===== src/rtl/lake_sched_addr_ctrl.sv =====
// ---------------------------------------------------------------------------
// LakeSchedAddrCtrl
//
// This block generates the schedule and addresses for one memory port.
// It walks a loop nest of up to DIMS levels. A free-running cycle counter
// is compared against the schedule time of the current iteration point.
// When the two match, the block strobes step_o and presents the address of
// that point on addr_o.
//
// The schedule and address follow an affine form over the loop iterators:
//    sched = cycle_start + sum(iter_d * cycle_stride_d)
//    addr  = addr_start  + sum(iter_d * addr_stride_d)
// The block does not multiply. It keeps one accumulated offset per
// dimension and updates each offset incrementally, so the values stay
// exact modulo the field widths.
//
// Ports
//    clk_i                    single clock, rising edge
//    rst_n_i                  synchronous active-low reset
//    flush_i                  synchronous restart to IDLE
//    config_enable_i          enables sequencing; low holds IDLE
//    config_dimensionality_i  active loop depth 1..DIMS, 0 = idle
//    config_extent_<d>_i      iteration count of dim d (0 treated as 1)
//    config_cycle_start_i     cycle offset of the first step
//    config_cycle_stride_<d>_i schedule stride of dim d
//    config_addr_start_i      address of the first step
//    config_addr_stride_<d>_i address stride of dim d
//    step_o                   access strobe for this cycle
//    addr_o                   address, valid while step_o is high
//    last_o                   final step of the loop nest
//    done_o                   sticky completion flag
// ---------------------------------------------------------------------------
module lake_sched_addr_ctrl #(
    parameter int DIMS       = 3,
    parameter int CNT_WIDTH  = 16,
    parameter int ADDR_WIDTH = 9
) (
    input  logic                  clk_i,
    input  logic                  rst_n_i,
    input  logic                  flush_i,
    input  logic                  config_enable_i,
    input  logic [1:0]            config_dimensionality_i,
    input  logic [CNT_WIDTH-1:0]  config_extent_0_i,
    input  logic [CNT_WIDTH-1:0]  config_extent_1_i,
    input  logic [CNT_WIDTH-1:0]  config_extent_2_i,
    input  logic [CNT_WIDTH-1:0]  config_cycle_start_i,
    input  logic [CNT_WIDTH-1:0]  config_cycle_stride_0_i,
    input  logic [CNT_WIDTH-1:0]  config_cycle_stride_1_i,
    input  logic [CNT_WIDTH-1:0]  config_cycle_stride_2_i,
    input  logic [ADDR_WIDTH-1:0] config_addr_start_i,
    input  logic [ADDR_WIDTH-1:0] config_addr_stride_0_i,
    input  logic [ADDR_WIDTH-1:0] config_addr_stride_1_i,
    input  logic [ADDR_WIDTH-1:0] config_addr_stride_2_i,
    output logic                  step_o,
    output logic [ADDR_WIDTH-1:0] addr_o,
    output logic                  last_o,
    output logic                  done_o
);

    // The configuration ports are enumerated individually. The nest can
    // therefore never be deeper than the number of port triples, even if
    // DIMS is set larger.
    localparam int NPORT = 3;
    localparam logic [CNT_WIDTH-1:0] CNT_ONE = 1;

    typedef enum logic [1:0] {
        IDLE = 2'd0,
        RUN  = 2'd1,
        DONE = 2'd2
    } state_t;

    state_t                state_q, state_d;
    logic [CNT_WIDTH-1:0]  cycCnt_q, cycCnt_d;
    logic [CNT_WIDTH-1:0]  sched_q, sched_d;
    logic [ADDR_WIDTH-1:0] addr_q, addr_d;
    logic                  done_q, done_d;
    logic [CNT_WIDTH-1:0]  iter_q [NPORT];
    logic [CNT_WIDTH-1:0]  iter_d [NPORT];
    logic [CNT_WIDTH-1:0]  schedOff_q [NPORT];
    logic [CNT_WIDTH-1:0]  schedOff_d [NPORT];
    logic [ADDR_WIDTH-1:0] addrOff_q [NPORT];
    logic [ADDR_WIDTH-1:0] addrOff_d [NPORT];

    logic [CNT_WIDTH-1:0]  cfgExt [NPORT];
    logic [CNT_WIDTH-1:0]  cfgCycStride [NPORT];
    logic [ADDR_WIDTH-1:0] cfgAddrStride [NPORT];
    logic [CNT_WIDTH-1:0]  iterLim [NPORT];
    int                    dimEff;

    logic [CNT_WIDTH-1:0]  iterAdv [NPORT];
    logic [CNT_WIDTH-1:0]  schedOffAdv [NPORT];
    logic [ADDR_WIDTH-1:0] addrOffAdv [NPORT];
    logic [CNT_WIDTH-1:0]  schedAdv;
    logic [ADDR_WIDTH-1:0] addrAdv;
    logic                  allAtMax;
    logic                  carry;

    // This block gathers the per-dimension configuration into arrays and
    // finds the last index of each iterator. An extent of 0 behaves like
    // 1, so the last index is 0. The active depth is clamped to the depth
    // the hardware supports.
    always_comb begin
        cfgExt[0]        = config_extent_0_i;
        cfgExt[1]        = config_extent_1_i;
        cfgExt[2]        = config_extent_2_i;
        cfgCycStride[0]  = config_cycle_stride_0_i;
        cfgCycStride[1]  = config_cycle_stride_1_i;
        cfgCycStride[2]  = config_cycle_stride_2_i;
        cfgAddrStride[0] = config_addr_stride_0_i;
        cfgAddrStride[1] = config_addr_stride_1_i;
        cfgAddrStride[2] = config_addr_stride_2_i;
        for (int d = 0; d < NPORT; d++) begin
            iterLim[d] = (cfgExt[d] == '0) ? '0 : (cfgExt[d] - CNT_ONE);
        end
        dimEff = int'(config_dimensionality_i);
        if (dimEff > DIMS) begin
            dimEff = DIMS;
        end
        if (dimEff > NPORT) begin
            dimEff = NPORT;
        end
    end

    // This block works out the next iteration point, acting like an
    // odometer. The first active iterator that is not at its limit
    // advances, and every active iterator below it wraps to 0. A wrapping
    // dimension drops its accumulated offsets back to 0. The advancing
    // dimension adds one stride to its offsets. allAtMax marks the final
    // point of the nest. Inactive dimensions are never touched, so their
    // offsets stay at the 0 they were loaded with.
    always_comb begin
        carry    = 1'b1;
        allAtMax = 1'b1;
        for (int d = 0; d < NPORT; d++) begin
            iterAdv[d]     = iter_q[d];
            schedOffAdv[d] = schedOff_q[d];
            addrOffAdv[d]  = addrOff_q[d];
            if (d < dimEff) begin
                if (iter_q[d] != iterLim[d]) begin
                    allAtMax = 1'b0;
                end
                if (carry) begin
                    if (iter_q[d] == iterLim[d]) begin
                        iterAdv[d]     = '0;
                        schedOffAdv[d] = '0;
                        addrOffAdv[d]  = '0;
                    end else begin
                        iterAdv[d]     = iter_q[d] + CNT_ONE;
                        schedOffAdv[d] = schedOff_q[d] + cfgCycStride[d];
                        addrOffAdv[d]  = addrOff_q[d] + cfgAddrStride[d];
                        carry          = 1'b0;
                    end
                end
            end
        end
        schedAdv = config_cycle_start_i;
        addrAdv  = config_addr_start_i;
        for (int d = 0; d < NPORT; d++) begin
            schedAdv = schedAdv + schedOffAdv[d];
            addrAdv  = addrAdv + addrOffAdv[d];
        end
    end

    // The strobe is combinational from registered state, so it fires in
    // the same cycle the counter reaches the schedule point. A point the
    // counter has already passed waits until the counter wraps back to it.
    assign step_o = (state_q == RUN) && (cycCnt_q == sched_q);
    assign last_o = step_o && allAtMax;
    assign addr_o = addr_q;
    assign done_o = done_q;

    // This block holds the next-state and datapath-load logic. Flush takes
    // priority over every state. A step in the same cycle as a flush or an
    // enable drop still shows on the outputs, but the iterators do not
    // advance. The final step moves to DONE without advancing, because
    // nothing reads the iterators after that point.
    always_comb begin
        state_d  = state_q;
        cycCnt_d = cycCnt_q;
        sched_d  = sched_q;
        addr_d   = addr_q;
        done_d   = done_q;
        for (int d = 0; d < NPORT; d++) begin
            iter_d[d]     = iter_q[d];
            schedOff_d[d] = schedOff_q[d];
            addrOff_d[d]  = addrOff_q[d];
        end

        if (flush_i) begin
            state_d  = IDLE;
            cycCnt_d = '0;
            sched_d  = '0;
            addr_d   = '0;
            done_d   = 1'b0;
            for (int d = 0; d < NPORT; d++) begin
                iter_d[d]     = '0;
                schedOff_d[d] = '0;
                addrOff_d[d]  = '0;
            end
        end else begin
            case (state_q)
                IDLE: begin
                    if (config_enable_i && (config_dimensionality_i != 2'd0)) begin
                        state_d  = RUN;
                        cycCnt_d = '0;
                        sched_d  = config_cycle_start_i;
                        addr_d   = config_addr_start_i;
                        done_d   = 1'b0;
                        for (int d = 0; d < NPORT; d++) begin
                            iter_d[d]     = '0;
                            schedOff_d[d] = '0;
                            addrOff_d[d]  = '0;
                        end
                    end
                end
                RUN: begin
                    if (!config_enable_i) begin
                        state_d  = IDLE;
                        cycCnt_d = '0;
                        done_d   = 1'b0;
                        for (int d = 0; d < NPORT; d++) begin
                            iter_d[d]     = '0;
                            schedOff_d[d] = '0;
                            addrOff_d[d]  = '0;
                        end
                    end else begin
                        cycCnt_d = cycCnt_q + CNT_ONE;
                        if (step_o) begin
                            if (allAtMax) begin
                                state_d = DONE;
                                done_d  = 1'b1;
                            end else begin
                                sched_d = schedAdv;
                                addr_d  = addrAdv;
                                for (int d = 0; d < NPORT; d++) begin
                                    iter_d[d]     = iterAdv[d];
                                    schedOff_d[d] = schedOffAdv[d];
                                    addrOff_d[d]  = addrOffAdv[d];
                                end
                            end
                        end
                    end
                end
                DONE: begin
                    state_d = DONE;
                end
                default: begin
                    state_d = IDLE;
                end
            endcase
        end
    end

    // This block holds the state register. The synchronous reset overrides
    // flush, enable and any state, including the middle of a run.
    always_ff @(posedge clk_i) begin
        if (!rst_n_i) begin
            state_q  <= IDLE;
            cycCnt_q <= '0;
            sched_q  <= '0;
            addr_q   <= '0;
            done_q   <= 1'b0;
            for (int d = 0; d < NPORT; d++) begin
                iter_q[d]     <= '0;
                schedOff_q[d] <= '0;
                addrOff_q[d]  <= '0;
            end
        end else begin
            state_q  <= state_d;
            cycCnt_q <= cycCnt_d;
            sched_q  <= sched_d;
            addr_q   <= addr_d;
            done_q   <= done_d;
            for (int d = 0; d < NPORT; d++) begin
                iter_q[d]     <= iter_d[d];
                schedOff_q[d] <= schedOff_d[d];
                addrOff_q[d]  <= addrOff_d[d];
            end
        end
    end

endmodule


===== config.mk =====
export PLATFORM = sky130hd
export DESIGN_NAME = lake_sched_addr_ctrl
export DESIGN_NICKNAME = d
export VERILOG_FILES = /design/src/rtl/lake_sched_addr_ctrl.sv
export SDC_FILE = /design/constraint.sdc
export NUM_CORES = 1
export LEC_CHECK = 0
export ABC_AREA = 0
export BUFFER_PORTS_ARGS = -buffer_cell sky130_fd_sc_hd__buf_2
export CELL_PAD_IN_SITES_DETAIL_PLACEMENT = 0
export CELL_PAD_IN_SITES_GLOBAL_PLACEMENT = 1
export CORE_ASPECT_RATIO = 2
export CORE_MARGIN = 4
export CORE_UTILIZATION = 45
export CTS_CLUSTER_DIAMETER = 50
export DETAILED_ROUTE_END_ITERATION = 8
export PLACE_DENSITY = 0.85
export SLEW_MARGIN = 25
export SYNTH_ARGS = -nofsm -noshare
export SYNTH_HDL_FRONTEND = slang
export SYNTH_SLANG_ARGS = --single-unit

===== constraint.sdc =====
create_clock -name clk_i -period 11.5 [get_ports clk_i]
set_input_delay 2.3 -clock clk_i [delete_from_list [all_inputs] [get_ports clk_i]]
set_output_delay 2.3 -clock clk_i [all_outputs]
set_load 0.005 [all_outputs]

==> flow_summary.ini <==
[layout]
area_delta_synth_final_pct = 11.46
fill_cells = 3361
drive_gt1_share_pct = 11.79
finish.net_count = 2404
antennaDiodeCount = 0

[cts]
cts_buffers = 17
ctsHoldBuffers = 0
clkSinkCount = 167
cts_tree = built
clock_latency_ps = 460
cts_root_buf = clkbuf_16
clockBufferDepth = 2
ctsHtreeMaxLevel = 4
cts-resized-gates = 0
post_cts_buffers = 0
cts.clk_slew.worst_paths_ps = 70

[logic_synthesis]
synth_compound_area_share_pct = 22.00
ys_seq_elements = 167
synth_common_cells = 231 x nor2_1, 167 x dfxtp_1, 144 x nand2_1
yosysMostFrequentCell = nor2_1
synth_nets = 2304
synth_top_area_cell = dfxtp_1
syn_avg_cell_area_sq_um = 7.737
synthAdderAreaFrac_pct = 14.74
netlist_area_sq_mm = 0.01547
synthSimpleGateAreaFrac_pct = 23.49
synth_cell_types = 83
synth_top_family_by_area = simple AND/OR/NAND/NOR gates
synthCells = 1999
muxShareOfSynthArea_pct = 3.147
yosysSeqAreaShare_pct = 21.62
async_flop_share_pct = 0
synth.top_cell.area_share_pct = 21.62
synth_edf_count = 0
yosysWarnings = 0
synth_top_flop_cell = dfxtp_1
synthXorXnorAreaFrac_pct = 8.980
synth.top_cells.by_area = dfxtp_1 22%, ha_1 8.0%, fa_1 6.7%

[drt]
vias = 15107
antenna_left = 0
avgViaCountPerCell = 5.929
avgRoutedWirePerCell_um = 19.20
drtPass1Iterations = 6
drt-total-wl_um = 48920
drc = 0
drtIter0Drc = 775

[floorplanning]
die_h_um = 270.2
row_count = 95
die_w_um = 139.1
pin_count = 166
coreArea_sq_mm = 0.03376
die-area_sq_mm = 0.03758
start_util_pct = 45.82

[setup_path]
end_kind = flop
crit_arrival_ps = 10770
r2r_start = iter_q[0][4]
rr_endpoint = sched_q[15]
startpoint = config_extent_0_i[0]
cp_slowest_cell = nor4_1
r2r_cells = 26
crit_path_max_incr_delay_ps = 810
cp-start-kind = input port
cp-endpoint = sched_q[15]
rrSetupSlack_ps = 3850
critPathKind = in -> reg
cp_max_fo = 21
cp.required_ps = 11860

[timing]
fin_crit_sh_pct = 90.56
fmax_mhz = 96.02
worst_pin_slew_ps = 1046
rsz0062_at_grt = no
holdWs_ps = 495.2
period_minus_slack_ps = 10410
fin_tns_setup_ps = 0
timing.slew.headroom_pct = 29.63
final-setup-viol-count = 0
clock_skew_ps = 12.58
hold_viol = 0
drv_slew = 0

[hold_path]
hp-class = reg -> reg

[global_route]
grt_max_degree = 92
busiest_layer = met2
grt_pass1_wl_um = 77850
grt_usage_pct = 25.61
grt_overflow = 0
grt_pass1_vias = 15276
use_met1_pct = 24.82
grt.met3_usage_pct = 3.065
antenna_found_initial = 0
use_met2_pct = 49.56

[power_and_ir_drop]
peakVddDrop_mv = 0.08450
leakage_nw = 7.402
power_density_mw_per_mm2 = 88.79

[run_status]
status = finished, final reports clean

[place]
place_congestion = 0.9530
port_buffers = 165
dp_hpwl_um = 38890

[flow_run]
maxCapViolations = 0
-- registers in the layout, summed over array words and instances, names as in the netlist --
register    count
addr_o          9
sched_q        16
done_o          1
schedOff_q     48
iter_q         48
addrOff_q      27
state_q         2
cycCnt_q       16
-- logic make-up (layout without fill, tap and decap cells) --
logic type	Yosys count	after routing
AO/OA/AOI/OAI	511	511
XOR/XNOR	157	157
adder cells (fa/ha/maj)	151	151
buffers and inverters	238	351
flip-flops	167	167
multiplexers	48	48
AND/OR/NAND/NOR	727	727
-- critical path, delay by kind of cell --
| family | cells | cell delay, ps |
|---|---|---|
| xor+xnor | 3 | 450 |
| compound gates | 8 | 1830 |
| simple gates | 9 | 3960 |
| fa+ha+maj | 4 | 1390 |
| buf+inv | 5 | 810 |
-- power breakdown --
part / switching (mW) / internal (mW) / total, mW
registers: 0.00301 / 0.582 / 0.585
logic: 0.185 / 0.119 / 0.304
clock network: 0.273 / 0.369 / 0.642
total: 0.462 / 1.07 / 1.53
-- per-stage QoR --
step                instance area [sq um]  cells  utilization (%)  worst slack [ps]  power [mW]
finish                              17240   2548            51.06              1085       1.531
global route                        17240   2548            51.06             412.1       1.596
CTS                                 17230   2548            51.05              1222       1.544
detailed placement                  16600   2516            49.16             733.5      0.9005
global placement                    16550   2515            49.03             938.1      0.8939
floorplan                           15470   1999                -              2077      0.7965
-- cell usage in the layout, fill, tap and decap left out, types with 23 or more instances in the layout --
cell       count
a21o_1        26
o21ai_0      113
a2bb2oi_1     24
nand4_1       24
nand3_1       55
a22oi_1       66
xnor2_1       84
a21oi_1      115
nor3_1        46
nor2_1       230
nand2_1      144
or3_1         26
mux2i_1       43
o31ai_1       27
nor4_1        23
dfxtp_1      167
xor2_1        72
buf_2        165
ha_1          99
o21bai_1      24
inv_1        142
and3_1        53
fa_1          52
-- routing by layer --
metal / wire [um] / up-vias / part of all wire, %
met1: 16830 / 7143 / 34
met2: 26670 / 430 / 55
met4: 3633 / 0 / 7.4
met3: 1779 / 164 / 3.6
li1: - / 7370 / -
met5: 0 / - / 0
-- cell type report --
cell class	instances	area (sq um)	share of cell area [%]
multi-input combinational	1594	11240	65.22
sequential	167	3343	19.39
timing repair buffer	177	935.9	5.429
tap	436	545.5	3.165
inverter	142	533.0	3.092
clock buffer	17	425.4	2.468
clock inverter	15	212.7	1.234
-- worst min path at each step --
stage,start,depth (start not counted),end,slack [ps]
2_1_floorplan,done_o,2,done_o,460
3_3_place_gp,addr_o[1],2,addr_o[1],480
3_5_place_dp,addr_o[2],2,addr_o[2],490
4_1_cts,schedOff_q[0][14],2,schedOff_q[0][14],500
5_1_grt,addr_o[0],2,addr_o[0],530
6_report,addr_o[2],2,addr_o[2],500
Power figures use the tool's default switching activity.
